[src/rtl/conv_window_gen_5x5.sv]
// Streaming 5x5 sliding-window generator: four line buffers feed a 5x5 shift register window.
// Optional macro CONV_WIN_COORD_EN adds win_x/win_y window top-left coordinate outputs.
module conv_window_gen_5x5 #(
    parameter int DATA_WIDTH = 8,
    parameter int IMG_W      = 28,
    parameter int IMG_H      = 28
) (
    input  logic                         clk,
    input  logic                         rst_n,
    input  logic                         pix_valid,
    input  logic signed [DATA_WIDTH-1:0] pix_data,
    output logic [25*DATA_WIDTH-1:0]     win_flat,
    output logic                         win_valid,
    output logic                         frame_done
`ifdef CONV_WIN_COORD_EN
    ,
    output logic [$clog2(IMG_W)-1:0]     win_x,
    output logic [$clog2(IMG_H)-1:0]     win_y
`endif
);

    localparam int COL_W = $clog2(IMG_W);
    localparam int ROW_W = $clog2(IMG_H);

    localparam logic [COL_W-1:0] COL_LAST  = COL_W'(IMG_W - 1);
    localparam logic [ROW_W-1:0] ROW_LAST  = ROW_W'(IMG_H - 1);
    localparam logic [COL_W-1:0] COL_FIRST = COL_W'(4);
    localparam logic [ROW_W-1:0] ROW_FIRST = ROW_W'(4);

    typedef logic signed [DATA_WIDTH-1:0] pix_t;

    logic [COL_W-1:0] col_q, col_d;
    logic [ROW_W-1:0] row_q, row_d;
    logic             win_valid_q, win_valid_d;
    logic             frame_done_q, frame_done_d;
    logic             accept;

    pix_t lb_mem  [4][IMG_W];
    pix_t lb_rd   [4];
    pix_t new_col [5];
    pix_t win_q   [5][5];

    // Pixels presented while reset is held are dropped entirely.
    assign accept = pix_valid & rst_n;

    // NOTE: every combinational output gets a default first so no path can infer a latch.
    always_comb begin
        col_d        = col_q;
        row_d        = row_q;
        win_valid_d  = 1'b0;
        frame_done_d = 1'b0;
        if (accept) begin
            win_valid_d  = (row_q >= ROW_FIRST) && (col_q >= COL_FIRST);
            frame_done_d = (row_q == ROW_LAST) && (col_q == COL_LAST);
            if (col_q == COL_LAST) begin
                col_d = '0;
                row_d = (row_q == ROW_LAST) ? '0 : row_q + ROW_W'(1);
            end else begin
                col_d = col_q + COL_W'(1);
            end
        end
    end

    // NOTE: sequential state uses non-blocking assignments so every register samples pre-edge values.
    always_ff @(posedge clk) begin
        if (!rst_n) begin
            col_q        <= '0;
            row_q        <= '0;
            win_valid_q  <= 1'b0;
            frame_done_q <= 1'b0;
        end else begin
            col_q        <= col_d;
            row_q        <= row_d;
            win_valid_q  <= win_valid_d;
            frame_done_q <= frame_done_d;
        end
    end

    // lb0 holds row-1 ... lb3 holds row-4, all at the current column index.
    always_comb begin
        for (int k = 0; k < 4; k++) begin
            lb_rd[k] = lb_mem[k][col_q];
        end
        new_col[0] = lb_rd[3];
        new_col[1] = lb_rd[2];
        new_col[2] = lb_rd[1];
        new_col[3] = lb_rd[0];
        new_col[4] = pix_data;
    end

    // NOTE: line buffers are deliberately not reset; every entry is rewritten in-frame before a window uses it.
    always_ff @(posedge clk) begin
        if (accept) begin
            lb_mem[0][col_q] <= pix_data;
            for (int k = 1; k < 4; k++) begin
                lb_mem[k][col_q] <= lb_rd[k-1];
            end
        end
    end

    always_ff @(posedge clk) begin
        if (!rst_n) begin
            for (int r = 0; r < 5; r++) begin
                for (int c = 0; c < 5; c++) begin
                    win_q[r][c] <= '0;
                end
            end
        end else if (accept) begin
            for (int r = 0; r < 5; r++) begin
                for (int c = 0; c < 4; c++) begin
                    win_q[r][c] <= win_q[r][c+1];
                end
                win_q[r][4] <= new_col[r];
            end
        end
    end

    for (genvar r = 0; r < 5; r++) begin : g_row
        for (genvar c = 0; c < 5; c++) begin : g_col
            assign win_flat[(r*5+c)*DATA_WIDTH +: DATA_WIDTH] = win_q[r][c];
        end
    end

    assign win_valid  = win_valid_q;
    assign frame_done = frame_done_q;

`ifdef CONV_WIN_COORD_EN
    logic [COL_W-1:0] win_x_q;
    logic [ROW_W-1:0] win_y_q;

    always_ff @(posedge clk) begin
        if (!rst_n) begin
            win_x_q <= '0;
            win_y_q <= '0;
        end else if (win_valid_d) begin
            win_x_q <= col_q - COL_FIRST;
            win_y_q <= row_q - ROW_FIRST;
        end
    end

    assign win_x = win_x_q;
    assign win_y = win_y_q;
`endif

endmodule

[config.mk]
export PLATFORM = sky130hd
export DESIGN_NAME = conv_window_gen_5x5
export DESIGN_NICKNAME = d
export VERILOG_FILES = /design/src/rtl/conv_window_gen_5x5.sv
export SDC_FILE = /design/constraint.sdc
export NUM_CORES = 1
export LEC_CHECK = 0
export CAP_MARGIN = 40
export CORE_MARGIN = 8
export CORE_UTILIZATION = 40
export CTS_BUF_LIST = sky130_fd_sc_hd__clkbuf_8
export DETAILED_ROUTE_END_ITERATION = 8
export HOLD_SLACK_MARGIN = 0.08
export PLACE_DENSITY = 0.66
export RECOVER_POWER = 50
export SETUP_SLACK_MARGIN = 0.4
export SLEW_MARGIN = 30
export SYNTH_ARGS = -nofsm -noshare
export SYNTH_HDL_FRONTEND = slang
export SYNTH_SLANG_ARGS = --single-unit
[constraint.sdc]
create_clock -name clk -period 8.6 [get_ports clk]
set_input_delay 1.29 -clock clk [delete_from_list [all_inputs] [get_ports clk]]
set_output_delay 1.29 -clock clk [all_outputs]
set_load 0.005 [all_outputs]
Yosys cells after proc, flatten, opt, wreduce, memory -nomap -nowiden
Memories as Yosys holds them, arrays and structs flattened.
Index checks and enable logic that the tools add are counted.
{ "totals": {"out_inout_bits": 202, "memories": 2, "in_bits": 11, "ramBits": 1096, "regBits": 12, "word_cells": 92} }
{ "op_classes": {"bitwise_logic": 27, "addsub": 2, "eq_ne": 2, "order_cmp": 4, "n_reduce_logical": 5, "mux": 46} }
{ "memory_table": {"columns": ["memory", "words", "width", "rd", "rd_clocked_by_memory_dff", "write_ports", "line", "text"], "rows": [
  ["lb_mem", 4, 224, 4, 0, 4, "38", "pix_t lb_mem [4][IMG_W];"],
  ["win_q", 5, 40, 5, 0, 5, "41", "pix_t win_q [5][5];"]
]} }
{ "ops": {"columns": ["op", "count"], "rows": [
  ["$mux 8", 34],
  ["$mux 224", 1],
  ["$bmux 8 s5", 4],
  ["$demux 8 s5", 1],
  ["$or 1x1->1", 25],
  ["$add 5x1->5 const B", 2],
  ["$eq 5x5->1 const B", 2],
  ["$ge 5x3->1 const B", 2],
  ["$mux 5", 2],
  ["$ge 6x6->1 const B", 1],
  ["$lt 6x1->1 const B", 1],
  ["$not 5->6", 1],
  ["$mux 1", 4],
  ["$reduce_and 2->1", 2],
  ["$logic_and 1x1->1", 3],
  ["$and 1x1->1", 1]
]} }

Depth between registers and ports, before layout
{ "logic_depth": {"word_depth": 6, "mapped_depth": 9, "ltp_nobuf": 6} }

Worst setup path before layout
No wires, ideal clock.
{ "synth_path": {"path_type": "input -> register", "from": "input pix_valid", "to": "memory win_q[0][0] (netlist bit) (enable)", "arrival_ns": 6.567, "path_slack_ns": 1.437, "n_path_buf": 2, "stages": 3, "required_time_ns": 8.004, "setup_time_ns": 0.596, "path_cell_list": "clkbuf_1 -> clkbuf_1 -> nand2b_1"} }
{ "synth_lines": {"columns": ["item", "line", "text"], "rows": [
  ["start, declared", "10", "input logic pix_valid,"],
  ["end, declared", "41", null]
]} }

==> results.md <==
- Post-DR wirelength/cell: 27.62 um
- P per Cell Area: 219.1 nW/um^2
- Longest Clk Path Bufs: 3
- Worst Setup End Kind: register
- Cell area after layout: 49,650 sq um
- Hold WS: 501.5 ps
- Min Tclk post-route: 6096 ps
- Largest net degree at the start of global routing: between 150 and 200
- Reg2reg start: col_q[0]$_SDFFE_PN0P_
- Worst vdd ir: 0.1318 mV
- Cts hold-fix bufs: 0
- Worst EP required: 8920 ps
- Post-CTS Setup Bufs: 0
- Clock H-tree levels: 4
- CP endpoint: lb_mem[0][194]$_DFFE_PP_
- Pre-CTS setup slack: between 4000 and 5000 ps
- Synth unique cells: 53
- DP Wirelength: 65,530 um
- Final net count: 2,535
- Clock latency on the worst-skew pair: 820 ps
- Num rows: around 120
- Sequential cell area fraction in the yosys report: 78.13%
- FF+latch count, synth: about 1,100
- Yosys warnings: 0
- Placed inst area: 46,630 sq um
- 1st-iter DRT viols: 2,604
- Tot GR Track Use: a little under a fifth
- Final Cycle Share: 70.89%
- R2R Setup Slk: 2700 ps
- Crit-path max FO: 69
- WP data arrival: 6420 ps
- Syn Area/Cell: between 15 and 20 sq um
- Critical Path Start: rst_n
- Worst path max stage delay: between 2000 and 3000 ps
- Mapped Nets: 2,191
- Sum of negative setup slack: 0 ps
- DR pass1 iterations: 8
- PostCTS Resize Cnt: 0
- Max-cap violations: 21
- Worst r2r path cells: 7
- Clock Sinks: 1,108
- Post-DR vias/cell: 5.687
- Placer congestion estimate: 0.8309
- Initial Util: between 40% and 50%
- Hold crit path type: register to register
- Async set-or-reset flop fraction in the synthesized netlist: 0%
- Slew @ Worst Pin: 3536 ps
- Ys flop type: edfxtp_1
- Final ANT Viol Nets: 0
- Drt drc: 0
- Port Buf Inserts: 212
- Slew margin rel.: -135.8%
- TritonCTS clock tree: yes
- Unrepaired setup endpoints after global routing: no
- Post-synth EDFFs: 1,096
- Clock root buffer: clkbuf_8
- Die height: 341.7 um
- WL final: 111,700 um
- CTS buffer count: 174
- Layout fillers: 8,668
- Most frequent CP cell: clkbuf_1
- Final hold vios: 0
- CP Depth: 4
- Final setup violation count: 0
- Die area: 116,800 sq um
- Setup slack after layout: approximately 2500 ps
- Slowest cell on crit path: clkbuf_1
- First-pass GRT wire length: around 160,000 um
- Crit Path Category: input port to register
- I/O Pins: 213
- Buffers plus inverters on the worst setup path: 2
- Core area: 105,300 sq um
- Crit-path leading delay family: buffers and inverters
- Clock transition at path regs: 60 ps
- Total grt overflow: 0
- Worst clock skew: 36.73 ps
- Area Growth Syn to Fin: 17.01%
- Crit-path cells: clkbuf_1 > nand3_1 > nor2_4 > clkbuf_1
- Worst setup SP type: input port
- Die X: 341.7 um
- Violated checks: max-capacitance violations, max-slew violations
- Layout cells sized above 1: between 10% and 20%
- Pleak: 16.75 nW
- Final core utilization: a little under half
- Status: finished with violations
- Via Count: 23,000
- Post-Syn Area: 42,430 sq um
- Syn Inst Count: 2,173
- Slew Limit Fails: 689
- R2R Path End: lb_mem[1][142]$_DFFE_PP_
- Initial antenna violation count: 6
- Vias in the first global route: approximately 23,000
- Max Fclk: 0.1640 GHz
-- synth_stat cells, types with 7 or more instances --
cell | n | share of area (%)
edfxtp_1 | 1096 | 78
mux2i_1 | 199 | 4.7
and3_1 | 173 | 2.6
mux4_2 | 128 | 6.8
clkbuf_1 | 69 | 0.61
a22oi_1 | 67 | 1.2
nand2_1 | 56 | 0.50
nand3_1 | 51 | 0.60
buf_2 | 43 | 0.51
nor2_1 | 37 | 0.33
o22ai_1 | 31 | 0.46
a21oi_1 | 30 | 0.35
a31oi_1 | 16 | 0.24
buf_4 | 15 | 0.27
nand4_1 | 14 | 0.21
a211oi_1 | 13 | 0.23
dfxtp_1 | 12 | 0.57
a22o_1 | 11 | 0.23
a41oi_1 | 11 | 0.23
nor2b_1 | 10 | 0.15
buf_6 | 7 | 0.19
ha_1 | 7 | 0.21
nor3_1 | 7 | 0.083
or2_2 | 7 | 0.10
-- worst min-delay path, delay by kind of cell, from the launching register on --
family	cells	cell delay (ps)
flip-flops	1	340
AND/OR/NAND/NOR	1	60
AO/OA/AOI/OAI	1	50
-- per-layer routing --
layer / share of wire, % / wire length, um / global-route usage (%)
met1: 39 / 43380 / 23.92
met5: 0.030 / 34 / 0
met2: 47 / 52130 / 29.38
met4: 3.3 / 3653 / 6.616
met3: 11 / 12500 / 5.963
-- cell usage in the layout, fill, tap and decap left out, types with 7 or more instances in the layout --
cell and instances:
mux4_2 128, nand4_1 14, clkinvlp_4 8, ha_1 7
a31oi_1 16, a211oi_1 13, o22ai_1 31, mux2i_1 199
inv_1 64, clkbuf_1 23, nor2_1 32, a41oi_1 11
dfxtp_1 10, clkinv_2 11, buf_6 15, a21oi_1 30
edfxtp_1 1096, nand2_1 55, a22o_1 11, a22oi_1 67
buf_4 47, dlygate4sd3_1 208, nor3_1 7, nand3_1 46
clkbuf_8 177, and3_1 173, or2_2 7, clkinv_1 50
-- sequential cells by signal (all words and copies together) (netlist names) --
signal and count:
row_q 5, col_q 5, frame_done 1, lb_mem 896
win_q 200, win_valid 1
-- final cells by class --
type	count	area, sq um	area share (%)
flip-flops and latches	1108	33160	66.79
clock buffers	177	2436	4.907
diodes	2	5.005	0.01008
repair buffers	304	2938	5.917
well taps	1391	1740	3.506
multi-input cells	922	8662	17.45
inverters	7	26.28	0.05292
clock inverters	133	679.4	1.368
-- worst min path at each step --
| stage | endpoint | startpoint | slack [ps] | cells after the start |
|---|---|---|---|---|
| floorplan | row_q[4]$_SDFFE_PN0P_ | row_q[4]$_SDFFE_PN0P_ | 460 | 2 |
| global placement | row_q[4]$_SDFFE_PN0P_ | row_q[4]$_SDFFE_PN0P_ | 470 | 2 |
| detailed placement | row_q[4]$_SDFFE_PN0P_ | row_q[4]$_SDFFE_PN0P_ | 480 | 2 |
| CTS | row_q[4]$_SDFFE_PN0P_ | row_q[4]$_SDFFE_PN0P_ | 490 | 2 |
| global route | row_q[4]$_SDFFE_PN0P_ | row_q[4]$_SDFFE_PN0P_ | 510 | 2 |
| finish | row_q[4]$_SDFFE_PN0P_ | row_q[4]$_SDFFE_PN0P_ | 500 | 2 |
-- kinds of logic (layout without fill, tap and decap cells) --
family          after synthesis  in the layout  synth area share (%)
compound gates              198            198                 3.353
xor+xnor                      3              3               0.06194
fa+ha+maj                     7              7                0.2064
buf+inv                     143            621                 1.648
flops                      1108           1108                 78.13
mux                         330            330                 11.57
other cells                   0              2                     0
simple gates                384            384                 5.028
-- metrics by stage --
| step | power (mW) | std cells |
|---|---|---|
| 2_1_floorplan | 6.630 | 2173 |
| 3_3_place_gp | 6.948 | 3700 |
| 3_5_place_dp | 6.987 | 3724 |
| 4_1_cts | 10.97 | 4034 |
| 5_1_grt | 11.23 | 4042 |
| 6_report | 10.88 | 4044 |
-- report_power, final --
| part | internal, mW | total [mW] | leakage, nW | switching (mW) |
|---|---|---|---|---|
| logic | 0.271 | 0.702 | 4.59 | 0.431 |
| clock network | 2.05 | 4.03 | 1.78 | 1.97 |
| registers | 6.11 | 6.15 | 10.4 | 0.0421 |
| total | 8.43 | 10.9 | 16.8 | 2.45 |
Power figures use the tool's default switching activity.
==> patch (same flow settings) <==
Add an input register stage for `pix_valid` and `pix_data`, without a reset; this delays them by one clock.
--- a/src/rtl/conv_window_gen_5x5.sv
+++ b/src/rtl/conv_window_gen_5x5.sv
@@ -29,6 +29,14 @@
 
     typedef logic signed [DATA_WIDTH-1:0] pix_t;
 
+    logic pix_valid_q;
+    logic signed [DATA_WIDTH-1:0] pix_data_q;
+
+    always_ff @(posedge clk) begin
+        pix_valid_q <= pix_valid;
+        pix_data_q  <= pix_data;
+    end
+
     logic [COL_W-1:0] col_q, col_d;
     logic [ROW_W-1:0] row_q, row_d;
     logic             win_valid_q, win_valid_d;
@@ -41,7 +49,7 @@
     pix_t win_q   [5][5];
 
     // Pixels presented while reset is held are dropped entirely.
-    assign accept = pix_valid & rst_n;
+    assign accept = pix_valid_q & rst_n;
 
     // NOTE: every combinational output gets a default first so no path can infer a latch.
     always_comb begin
@@ -85,13 +93,13 @@
         new_col[1] = lb_rd[2];
         new_col[2] = lb_rd[1];
         new_col[3] = lb_rd[0];
-        new_col[4] = pix_data;
+        new_col[4] = pix_data_q;
     end
 
     // NOTE: line buffers are deliberately not reset; every entry is rewritten in-frame before a window uses it.
     always_ff @(posedge clk) begin
         if (accept) begin
-            lb_mem[0][col_q] <= pix_data;
+            lb_mem[0][col_q] <= pix_data_q;
             for (int k = 1; k < 4; k++) begin
                 lb_mem[k][col_q] <= lb_rd[k-1];
             end
Function: not settled (the Yosys comparison gave no result); the edit may change what the design does.
==> patch against the unedited design <==
- non-clock buffer count is 1 lower
- utilization is 0.31 points lower
- largest power group unchanged
- power increased by 1.2%
- sequential share of layout area barely moved
- area after synthesis increased by 0.83%
- the flow still finishes with violations (max-capacitance violations, max-slew violations)
- sequential power is 1% higher
- setup slack better by 0.15 ns
- wire length is 1.4% lower
- sequential cell count increased by 9
- critical endpoint is now lb_mem[3][25]
- design area increased by 0.61%
==> patch: results (changes against the unedited design) <==
status:
  status: "finished with violations"
  violations: "max-capacitance violations, max-slew violations"
grt:
  grt_max_degree: 131  # -29%
  grt_pass1_wl_um: 159000  # -0.30%
  track_usage_pct: 18.3  # -0.23 points
  grt_pass1_vias: 23300  # +0.72%
  grt_antenna_before_repair: 11  # +5
drt:
  routed_wl_um: 110000  # -1.4%
  route.met3.wl_um: 11300  # -9.3%
  dr.pass1.iters: 5  # -3
  met2WireLength_um: 51100  # -2.0%
  viasPerCell: 5.58  # -1.8%
  top_layer_used: "met4"
  drtIter0Drc: 2608  # +0.15%
  met1_length_um: 44400  # +2.4%
clock_tree:
  cts_buffers: 177  # +1.7%
  cts.sinks: 1117  # +0.81%
  cts_setup_buffers: 0  # unchanged
  clock_latency_ns: 0.84  # +0.02 ns
logic_synthesis:
  postSynthCellCount: 2247  # +3.4%
  yosysSeqAreaShare_pct: 77.9  # -0.22 points
  yosysWarnings: 0  # unchanged
  synth_top_area_cell: "edfxtp_1"
  synthTopCellsByCount: "edfxtp_1, mux2i_1, and3_1"
  syn_nets: 2265  # +3.4%
  synthTopCellsByArea: "edfxtp_1, mux2i_1, mux4_2"
  synth.distinct_cells: 64  # +21%
sta:
  skew_ns: 0.0381  # +0.00133 ns
  report.final.slew_viol_count: 458  # -34%
  whs_ns: 0.581  # +0.0792 ns
  period_needed_ns: 5.94  # -0.154 ns
  slew_headroom_pct: -94.0  # +42 points
  setup_tns_ns: 0  # unchanged
setup_path:
  cp.arrival_ns: 6.31  # -0.11 ns
  worst-path-max-fanout: 47  # -32%
  slowest_delay_ns: 1.87  # -0.64 ns
  timing.rr.end: "lb_mem[3][25]"
  crit_path_top_delay_cell: "clkbuf_1"
  reg2reg_slack_ns: 2.66  # -0.04 ns
  r2r_start: "col_q[1]"
cells_and_area:
  fin_nets: 2608  # +2.9%
  drive_gt1_share_pct: 15.5  # -1.1 points
  reg.largest.list: "lb_mem: 896 flops, win_q: 200 flops, pix_data_q: 8 flops"
  stdcell_count: 4138  # +2.3%
placement:
  place.gp.congestion: 0.821  # -1.2%
  dpl_worst_slack_ns: 4.15  # -0.244 ns
  hpwl_um: 64600  # -1.3%
  placed_area_um2: 46900  # +0.54%
  place_inst: 3811  # +2.3%
pwr:
  p_leak_nw: 17.0  # +1.7%
  irDropWorstVdd_mv: 0.133  # +0.93%
run:
  drv_cap: 13  # -38%
worst_hold_path:
  min_path_cells: 1  # -1
  hp-start: "win_q[0][167]"
  holdPathEnd: "win_q[0][175]"
[patch: where the power goes]
group          total [mW]  switching [mW]  internal [mW]
logic               0.716           0.445          0.271
clock network        4.08            2.04           2.05
registers            6.21          0.0532           6.16
[patch: cell families (layout without fill, tap and decap cells)]
kind of cell	after synthesis	in the layout	share of synthesized area [%]
buffers and inverters	145	628	1.82
AND/OR/NAND/NOR	414	414	5.39
other	0	5	0
multiplexers	363	363	11.3
flip-flops	1117	1117	77.9
XOR/XNOR	3	3	0.0614
adder cells (fa/ha/maj)	7	7	0.205
AO/OA/AOI/OAI	198	198	3.31
[patch: area by class of cell]
| class | count | area, um2 |
|---|---|---|
| inverters | 6 | 25.0 |
| diodes | 5 | 12.5 |
| flip-flops and latches | 1117 | 33300 |
| fillers | 8838 | 56700 |
| multi-input cells | 985 | 8790 |
| clock buffers | 181 | 2490 |
| well taps | 1403 | 1760 |
| repair buffers | 303 | 2860 |
| clock inverters | 138 | 671 |
[patch: worst max path at each step]
stage	end	cells after the start	startpoint
3_5_place_dp	lb_mem[3][214]	5	rst_n
6_report	lb_mem[3][25]	7	col_q[1]
3_3_place_gp	row_q[4]	7	rst_n
4_1_cts	win_q[0][80]	6	col_q[1]
2_1_floorplan	win_q[0][0]	3	rst_n
5_1_grt	lb_mem[3][25]	7	col_q[1]
[patch: worst max-delay path: cells and delay by family, from the launching register on]
kind	cells	cell delay (ns)
buffers and inverters	3	4.05
muxes	1	0.17
and+or+nand+nor	2	0.31
AOI/OAI and AO/OA	1	0.30
DFF	1	0.52
[patch: layer usage]
metal	up-vias	GRT usage, %
met5	-	0
met4	0	6.38
met3	202	4.80
met2	1292	28.7
met1	11800	24.7
li1	9806	-
